**src/rtl/axi4lite_ctrl_regfile_if.sv**
```systemverilog
// AXI4-Lite bus bundle for the control register file: slave side faces the PS interconnect.
interface axi4lite_ctrl_regfile_if #(
    parameter int unsigned ADDR_WIDTH = 40
);
    logic [ADDR_WIDTH-1:0] awaddr;
    logic                  awvalid;
    logic                  awready;
    logic [31:0]           wdata;
    logic [3:0]            wstrb;
    logic                  wvalid;
    logic                  wready;
    logic [1:0]            bresp;
    logic                  bvalid;
    logic                  bready;
    logic [ADDR_WIDTH-1:0] araddr;
    logic                  arvalid;
    logic                  arready;
    logic [31:0]           rdata;
    logic [1:0]            rresp;
    logic                  rvalid;
    logic                  rready;

    modport slave (
        input  awaddr, awvalid, wdata, wstrb, wvalid, bready, araddr, arvalid, rready,
        output awready, wready, bresp, bvalid, arready, rdata, rresp, rvalid
    );

    modport master (
        output awaddr, awvalid, wdata, wstrb, wvalid, bready, araddr, arvalid, rready,
        input  awready, wready, bresp, bvalid, arready, rdata, rresp, rvalid
    );
endinterface

```
**src/rtl/axi4lite_ctrl_regfile.sv**
```systemverilog
// AXI4-Lite register file for the move-generator control path: control regs with pulse bits,
// status words, a writable board buffer and a read-only board window.
module axi4lite_ctrl_regfile #(
    parameter int unsigned            ADDR_WIDTH  = 40,
    parameter int unsigned            NUM_CTRL    = 8,
    parameter int unsigned            NUM_STATUS  = 16,
    parameter int unsigned            PIECE_WIDTH = 4,
    parameter int unsigned            SQUARES     = 64,
    parameter logic [NUM_CTRL*32-1:0] PULSE_MASK  = '0,
    parameter logic [NUM_CTRL*32-1:0] CTRL_RESET  = '0
) (
    input  logic                           clk,
    input  logic                           reset,
    axi4lite_ctrl_regfile_if.slave         axi,
    output logic [NUM_CTRL*32-1:0]         ctrl_regs,
    output logic [NUM_CTRL-1:0]            ctrl_wr_stb,
    output logic [SQUARES*PIECE_WIDTH-1:0] new_board,
    input  logic [NUM_STATUS*32-1:0]       status_in,
    input  logic [SQUARES*PIECE_WIDTH-1:0] rd_board
);
    localparam int unsigned IDX_W       = 14;
    localparam int unsigned STATUS_BASE = 64;
    localparam int unsigned BOARD_BASE  = 128;
    localparam int unsigned RDBRD_BASE  = 256;
    localparam logic [1:0]  RESP_OKAY   = 2'b00;
    localparam logic [1:0]  RESP_SLVERR = 2'b10;

    logic                   aw_empty_q, w_empty_q, ar_ready_q;
    logic [IDX_W-1:0]       aw_idx_q;
    logic [31:0]            w_data_q;
    logic [3:0]             w_strb_q;
    logic                   bvalid_q, rvalid_q;
    logic [1:0]             bresp_q, rresp_q;
    logic [31:0]            rdata_q;
    logic [31:0]            ctrl_q  [NUM_CTRL];
    logic [31:0]            ctrl_d  [NUM_CTRL];
    logic [NUM_CTRL-1:0]    stb_d, stb_q;
    logic [PIECE_WIDTH-1:0] board_q [SQUARES];

    logic             aw_hs, w_hs, ar_hs, commit;
    logic [IDX_W-1:0] ar_idx;
    logic [31:0]      rd_data_c;
    logic [1:0]       rd_resp_c;
    logic             unused_addr_bits;

    assign unused_addr_bits = ^{axi.awaddr[ADDR_WIDTH-1:16], axi.awaddr[1:0],
                                axi.araddr[ADDR_WIDTH-1:16], axi.araddr[1:0]};

    function automatic logic is_mapped(input logic [IDX_W-1:0] idx);
        return (idx < IDX_W'(NUM_CTRL))
            || (idx >= IDX_W'(STATUS_BASE) && idx < IDX_W'(STATUS_BASE + NUM_STATUS))
            || (idx >= IDX_W'(BOARD_BASE)  && idx < IDX_W'(BOARD_BASE + SQUARES))
            || (idx >= IDX_W'(RDBRD_BASE)  && idx < IDX_W'(RDBRD_BASE + SQUARES));
    endfunction

    assign aw_hs  = axi.awvalid & aw_empty_q;
    assign w_hs   = axi.wvalid & w_empty_q;
    assign ar_hs  = axi.arvalid & ar_ready_q;
    assign commit = ~aw_empty_q & ~w_empty_q & ~bvalid_q;
    assign ar_idx = axi.araddr[15:2];

    assign axi.awready = aw_empty_q;
    assign axi.wready  = w_empty_q;
    assign axi.bvalid  = bvalid_q;
    assign axi.bresp   = bresp_q;
    assign axi.arready = ar_ready_q;
    assign axi.rvalid  = rvalid_q;
    assign axi.rdata   = rdata_q;
    assign axi.rresp   = rresp_q;
    assign ctrl_wr_stb = stb_q;

    always_comb begin
        for (int i = 0; i < NUM_CTRL; i++) ctrl_regs[32*i +: 32] = ctrl_q[i];
        for (int s = 0; s < SQUARES; s++) new_board[s*PIECE_WIDTH +: PIECE_WIDTH] = board_q[s];
    end

    // AW/W holders and write response; holders free on commit, B waits for bready
    always_ff @(posedge clk or posedge reset) begin
        if (reset) begin
            aw_empty_q <= 1'b1;
            w_empty_q  <= 1'b1;
            aw_idx_q   <= '0;
            w_data_q   <= '0;
            w_strb_q   <= '0;
            bvalid_q   <= 1'b0;
            bresp_q    <= RESP_OKAY;
        end else begin
            if (aw_hs) begin
                aw_empty_q <= 1'b0;
                aw_idx_q   <= axi.awaddr[15:2];
            end else if (commit) begin
                aw_empty_q <= 1'b1;
            end
            if (w_hs) begin
                w_empty_q <= 1'b0;
                w_data_q  <= axi.wdata;
                w_strb_q  <= axi.wstrb;
            end else if (commit) begin
                w_empty_q <= 1'b1;
            end
            if (commit) begin
                bvalid_q <= 1'b1;
                bresp_q  <= is_mapped(aw_idx_q) ? RESP_OKAY : RESP_SLVERR;
            end else if (axi.bready) begin
                bvalid_q <= 1'b0;
            end
        end
    end

    // Pulse bits clear every cycle; a commit merges strobed bytes on top
    always_comb begin
        for (int i = 0; i < NUM_CTRL; i++) begin
            ctrl_d[i] = ctrl_q[i] & ~PULSE_MASK[32*i +: 32];
            stb_d[i]  = commit && (aw_idx_q == IDX_W'(i));
            if (stb_d[i]) begin
                for (int b = 0; b < 4; b++)
                    if (w_strb_q[b]) ctrl_d[i][8*b +: 8] = w_data_q[8*b +: 8];
            end
        end
    end

    always_ff @(posedge clk or posedge reset) begin
        if (reset) begin
            for (int i = 0; i < NUM_CTRL; i++) ctrl_q[i] <= CTRL_RESET[32*i +: 32];
            for (int s = 0; s < SQUARES; s++) board_q[s] <= '0;
            stb_q <= '0;
        end else begin
            for (int i = 0; i < NUM_CTRL; i++) ctrl_q[i] <= ctrl_d[i];
            for (int s = 0; s < SQUARES; s++)
                if (commit && w_strb_q[0] && (aw_idx_q == IDX_W'(BOARD_BASE + s)))
                    board_q[s] <= w_data_q[PIECE_WIDTH-1:0];
            stb_q <= stb_d;
        end
    end

    // Read mux sees pre-commit register state
    always_comb begin
        rd_data_c = '0;
        rd_resp_c = is_mapped(ar_idx) ? RESP_OKAY : RESP_SLVERR;
        for (int i = 0; i < NUM_CTRL; i++)
            if (ar_idx == IDX_W'(i)) rd_data_c = ctrl_q[i];
        for (int i = 0; i < NUM_STATUS; i++)
            if (ar_idx == IDX_W'(STATUS_BASE + i)) rd_data_c = status_in[32*i +: 32];
        for (int s = 0; s < SQUARES; s++) begin
            if (ar_idx == IDX_W'(BOARD_BASE + s)) rd_data_c = 32'(board_q[s]);
            if (ar_idx == IDX_W'(RDBRD_BASE + s))
                rd_data_c = 32'(rd_board[s*PIECE_WIDTH +: PIECE_WIDTH]);
        end
    end

    always_ff @(posedge clk or posedge reset) begin
        if (reset) begin
            ar_ready_q <= 1'b1;
            rvalid_q   <= 1'b0;
            rdata_q    <= '0;
            rresp_q    <= RESP_OKAY;
        end else if (ar_hs) begin
            ar_ready_q <= 1'b0;
            rvalid_q   <= 1'b1;
            rdata_q    <= rd_data_c;
            rresp_q    <= rd_resp_c;
        end else if (rvalid_q && axi.rready) begin
            ar_ready_q <= 1'b1;
            rvalid_q   <= 1'b0;
        end
    end
endmodule
```
**src/flat_wrapper.sv**
```systemverilog
// flat-port wrapper written by rule: the top's interface ports become plain ports
module axi4lite_ctrl_regfile_flat 
#(
    parameter int unsigned            ADDR_WIDTH  = 40,
    parameter int unsigned            NUM_CTRL    = 8,
    parameter int unsigned            NUM_STATUS  = 16,
    parameter int unsigned            PIECE_WIDTH = 4,
    parameter int unsigned            SQUARES     = 64,
    parameter logic [NUM_CTRL*32-1:0] PULSE_MASK  = '0,
    parameter logic [NUM_CTRL*32-1:0] CTRL_RESET  = '0
)
  (clk, reset, ctrl_regs, ctrl_wr_stb, new_board, status_in, rd_board, axi_awaddr, axi_awvalid, axi_wdata, axi_wstrb, axi_wvalid, axi_bready, axi_araddr, axi_arvalid, axi_rready, axi_awready, axi_wready, axi_bresp, axi_bvalid, axi_arready, axi_rdata, axi_rresp, axi_rvalid);
  axi4lite_ctrl_regfile_if #(.ADDR_WIDTH(ADDR_WIDTH)) axi_i ();
  input  logic clk;
  input  logic reset;
  output logic [NUM_CTRL*32-1:0] ctrl_regs;
  output logic [NUM_CTRL-1:0] ctrl_wr_stb;
  output logic [SQUARES*PIECE_WIDTH-1:0] new_board;
  input  logic [NUM_STATUS*32-1:0] status_in;
  input  logic [SQUARES*PIECE_WIDTH-1:0] rd_board;
  input wire logic [$bits(axi_i.awaddr)-1:0] axi_awaddr;
  input wire logic [$bits(axi_i.awvalid)-1:0] axi_awvalid;
  input wire logic [$bits(axi_i.wdata)-1:0] axi_wdata;
  input wire logic [$bits(axi_i.wstrb)-1:0] axi_wstrb;
  input wire logic [$bits(axi_i.wvalid)-1:0] axi_wvalid;
  input wire logic [$bits(axi_i.bready)-1:0] axi_bready;
  input wire logic [$bits(axi_i.araddr)-1:0] axi_araddr;
  input wire logic [$bits(axi_i.arvalid)-1:0] axi_arvalid;
  input wire logic [$bits(axi_i.rready)-1:0] axi_rready;
  output wire logic [$bits(axi_i.awready)-1:0] axi_awready;
  output wire logic [$bits(axi_i.wready)-1:0] axi_wready;
  output wire logic [$bits(axi_i.bresp)-1:0] axi_bresp;
  output wire logic [$bits(axi_i.bvalid)-1:0] axi_bvalid;
  output wire logic [$bits(axi_i.arready)-1:0] axi_arready;
  output wire logic [$bits(axi_i.rdata)-1:0] axi_rdata;
  output wire logic [$bits(axi_i.rresp)-1:0] axi_rresp;
  output wire logic [$bits(axi_i.rvalid)-1:0] axi_rvalid;
  assign axi_i.awaddr = axi_awaddr;
  assign axi_i.awvalid = axi_awvalid;
  assign axi_i.wdata = axi_wdata;
  assign axi_i.wstrb = axi_wstrb;
  assign axi_i.wvalid = axi_wvalid;
  assign axi_i.bready = axi_bready;
  assign axi_i.araddr = axi_araddr;
  assign axi_i.arvalid = axi_arvalid;
  assign axi_i.rready = axi_rready;
  assign axi_awready = axi_i.awready;
  assign axi_wready = axi_i.wready;
  assign axi_bresp = axi_i.bresp;
  assign axi_bvalid = axi_i.bvalid;
  assign axi_arready = axi_i.arready;
  assign axi_rdata = axi_i.rdata;
  assign axi_rresp = axi_i.rresp;
  assign axi_rvalid = axi_i.rvalid;
  axi4lite_ctrl_regfile #(.ADDR_WIDTH(ADDR_WIDTH), .NUM_CTRL(NUM_CTRL), .NUM_STATUS(NUM_STATUS), .PIECE_WIDTH(PIECE_WIDTH), .SQUARES(SQUARES), .PULSE_MASK(PULSE_MASK), .CTRL_RESET(CTRL_RESET)) u_core (.clk(clk), .reset(reset), .axi(axi_i), .ctrl_regs(ctrl_regs), .ctrl_wr_stb(ctrl_wr_stb), .new_board(new_board), .status_in(status_in), .rd_board(rd_board));
endmodule
```
**config.mk**
```make
export PLATFORM = sky130hd
export DESIGN_NAME = axi4lite_ctrl_regfile_flat
export DESIGN_NICKNAME = d
export VERILOG_FILES = /design/src/rtl/axi4lite_ctrl_regfile_if.sv /design/src/rtl/axi4lite_ctrl_regfile.sv /design/src/flat_wrapper.sv
export SDC_FILE = /design/constraint.sdc
export NUM_CORES = 2
export LEC_CHECK = 0
export BUFFER_PORTS_ARGS = -buffer_cell sky130_fd_sc_hd__buf_2
export CORE_AREA = 2 2 567 569
export CTS_CLUSTER_DIAMETER = 150
export CTS_CLUSTER_SIZE = 25
export DETAILED_ROUTE_END_ITERATION = 7
export DIE_AREA = 0 0 569 571
export HOLD_SLACK_MARGIN = 0.05
export PLACE_DENSITY = 0.3
export SETUP_SLACK_MARGIN = 0.05
export SLEW_MARGIN = 20
export SYNTH_ARGS = -nofsm -noshare
export SYNTH_HDL_FRONTEND = slang
export SYNTH_SLANG_ARGS = --single-unit
```
**constraint.sdc**
```tcl
create_clock -name clk -period 29.7 [get_ports clk]
set_clock_uncertainty 0.15 [all_clocks]
set_input_delay 5.94 -clock clk [delete_from_list [all_inputs] [get_ports clk]]
set_output_delay 5.94 -clock clk [all_outputs]
set_load 0.005 [all_outputs]
```
==> metrics.txt <==
Async SR Flop Fraction 100%; CTS resizes 0; Highest Clock Rate roughly 90 MHz; Post-Place Worst Slack about 18 ns; most common flop cell mapped by yosys dfrtp_1; number of H-tree levels 2; Worst Setup End Kind flip-flop; placer congestion estimate 0.929; I/O Pins roughly 1,500; area grow syn2layout 40.0%; reg-to-reg startpoint u_core.ctrl_regs[220]$_DFFE_PP0P_; Syn Inst Count 3,546; Fin. Hold Viols 0; Post-CTS Setup Bufs 0; number of cells on the worst reg-to-reg path 9; first-pass GRT wire length 511,000 um; HP Class reg -> reg; CP Launch Point axi_araddr[2]; via count 42,600; CTS tree yes; post-route ant nets 0; number of synthesized flops with an enable pin 0; Worst EP required about 30 ns; Die H between 500 and 600 um; # clock sinks roughly 600; cell mode on critical path buf_4; setup TNS 0 ns; Gate power share a little over a fifth; maximum clock insertion buffer count 3; layout cells sized above 1 between 40% and 50%; Pleak around 0.023 uW; NetSw between 800 and 900 uW; Synth Cell Area between 0.03 and 0.04 mm^2; Initial Util between 10% and 20%; post-route clock period utilization 37.5%; Fill cells 36,300; Worst setup SP type input pin; max incr delay on CP ~0.7 ns; Clock power frac a little under a third; # placed instances about 9,000; Clock Latency Late Sink about 0.73 ns; initial antenna violation count between 200 and 300; outcome finished, final reports clean; slowest CP cell o31ai_1; Buffers on Ports 1,397; largest net degree at the start of global routing around 130; vias in the first global route just over 40,000; post-route DRC violation count 0; Seq cells post-synth ~610; Hold Buf Count CTS 0; Crit Path Category in -> reg; Num CTS Buffers 37; switch share approximately 40%; Avg WL per Cell roughly 45 um; Post-layout nets around 5,800; via/cell ratio 4.63; Placeable Area between 0.3 and 0.4 mm^2; Die ar. about 0.32 mm^2; grt total ovfl 0; maximum VDD drop 0.0372 mV; end point of the critical path u_core.axi.rdata[28]$_DFFE_PP0P_; final worst setup slack roughly 19 ns; Syn. warnings 0; relative slew slack 4.51%; Max Cap Violations 0; cell internal pwr around 1300 uW; Seq pwr share a little under half; Slew Limit Fails 0; Seq/Total Area, Yosys between 40% and 50%; Total Routing Usage GR between 20% and 30%; final setup vio count 0; crit-path cells buf_6 -> buf_4 -> buf_4 -> nor4_2 -> buf_4 -> a22oi_1 -> a41oi_1 -> a221o_1 -> o31ai_1 -> buf_4 -> a21oi_1 -> a2111oi_0 -> o21a_1 -> o21ai_0; Yosys cell types 100; Clock Pin Slew Worst Setup and Hold Paths between 0.1 and 0.15 ns; 1st-iter DRT viols 5,268; reg2reg end u_core.axi.rdata[28]$_DFFE_PP0P_; Mapped Avg Cell Area just over 10 um^2; r2r setup slk 25.59 ns; Pwr per Cell Area between 40 and 50 mW/mm^2; Finished Layout Cells around 9,000; total power 2140 uW; Routed WL slightly above 400,000 um; DP HPWL around 330,000 um; worst path arrival time ~12 ns; hold slack between 0.3 and 0.4 ns; crit path max fanout 52; Rows ~210; Final min period about 11 ns; RSZ-0062 raised after global routing false; Worst Tran Pin Value between 1 and 1.5 ns; clock root cell clkbuf_16; Pre-antenna DRT Iters 7; Die Wd between 500 and 600 um
==> routing by layer <==
metal	share of wire (%)	track usage, %	vias to the layer above
met1	43	32.3	22500
met2	43	36.8	2741
li1	-	-	16700
met3	11	9.48	527
met4	3.1	6.66	142
met5	0.22	0.323	-
==> registers in the layout, indices dropped and copies added (netlist names) <==
| signal | count |
|---|---|
| u_core.w_data_q | 32 |
| u_core.axi.arready | 1 |
| u_core.axi.bresp | 1 |
| u_core.ctrl_wr_stb | 8 |
| u_core.w_strb_q | 4 |
| u_core.new_board | 256 |
| u_core.axi.rdata | 32 |
| u_core.axi.bvalid | 1 |
| u_core.axi.rresp | 1 |
| u_core.ctrl_regs | 256 |
| u_core.axi.wready | 1 |
| u_core.aw_idx_q | 14 |
| u_core.axi.rvalid | 1 |
| u_core.axi.awready | 1 |
==> per-stage QoR <==
step | util [%] | area [um^2]
2_1_floorplan | - | 36200
3_3_place_gp | 15.3 | 49000
3_5_place_dp | 15.3 | 49000
4_1_cts | 15.8 | 50300
5_1_grt | 15.8 | 50400
6_report | 15.8 | 50600
==> cells by family (layout without fill, tap and decap cells) <==
group                  Yosys count  in the layout  share of synthesized area, %
AND/OR/NAND/NOR                802            802                          11.5
other                            1            116                        0.0104
flip-flops                     609            609                          42.2
XOR/XNOR                         2              2                        0.0485
multiplexers                   598            598                          18.6
AO/OA/AOI/OAI                 1190           1190                          23.3
buffers and inverters          344           1689                          4.32
==> how the worst min path moves through the flow <==
| stage | startpoint | to | slack (ns) | depth (start not counted) |
|---|---|---|---|---|
| 3_5_place_dp | u_core.axi.rdata[6]$_DFFE_PP0P_ | u_core.axi.rdata[6]$_DFFE_PP0P_ | 0.32 | 2 |
| 2_1_floorplan | u_core.aw_idx_q[12]$_DFFE_PP0P_ | u_core.aw_idx_q[12]$_DFFE_PP0P_ | 0.32 | 1 |
| 3_3_place_gp | u_core.axi.rdata[26]$_DFFE_PP0P_ | u_core.axi.rdata[26]$_DFFE_PP0P_ | 0.32 | 2 |
| 5_1_grt | u_core.axi.rdata[25]$_DFFE_PP0P_ | u_core.axi.rdata[25]$_DFFE_PP0P_ | 0.36 | 2 |
| 6_report | u_core.axi.rdata[5]$_DFFE_PP0P_ | u_core.axi.rdata[5]$_DFFE_PP0P_ | 0.34 | 2 |
| 4_1_cts | u_core.axi.rdata[6]$_DFFE_PP0P_ | u_core.axi.rdata[6]$_DFFE_PP0P_ | 0.35 | 2 |
==> cells in the mapped netlist, drive strengths merged (79+ instances only) <==
library cell,count,area [um^2]
nand2,202,758
clkbuf,171,643
mux2,572,6440
dfrtp,606,15200
nor3,79,433
a21oi,165,826
a22oi,181,1360
o21ai,187,936
nor2,236,901
buf,155,852
a221oi,84,742
o22ai,147,926
==> layout make-up <==
type / instances / area, um^2 / share of cell area, %
well taps: 4200 / 5260 / 10.4
repair buffers: 1612 / 8640 / 17.1
diodes: 114 / 285 / 0.564
clock inverters: 18 / 329 / 0.650
flip-flops and latches: 609 / 15300 / 30.1
clock buffers: 41 / 972 / 1.92
inverters: 18 / 75.1 / 0.148
multi-input cells: 2594 / 19800 / 39.1
==> power by group through the flow <==
| stage | combinational [uW] | clock [uW] | sequential [uW] |
|---|---|---|---|
| final | 459 | 667 | 1010 |
| after global routing | 472 | 711 | 1020 |
| after CTS | 459 | 693 | 1010 |
| after detailed placement | 457 | 0 | 1030 |
| after global placement | 456 | 0 | 1020 |
| after floorplan | 190 | 0 | 931 |
==> critical path, delay by kind of cell <==
family / cells / cell delay, ns
simple gates: 1 / 0.13
compound gates: 8 / 3.10
buf+inv: 5 / 2.25
==> cell usage in the layout, fill, tap and decap left out, types with 30 or more instances in the layout <==
master	count
a31oi_1	30
clkbuf_16	38
a221oi_1	81
nor2_1	218
mux2_2	572
o21ai_0	162
o22ai_1	146
nand2_1	199
a22o_1	67
a222oi_1	39
nor3_1	69
nand3_1	67
a22oi_1	181
a21oi_1	165
dfrtp_1	602
o221ai_1	33
buf_2	1393
diode_2	114
buf_4	216
Power figures use the tool's default switching activity.
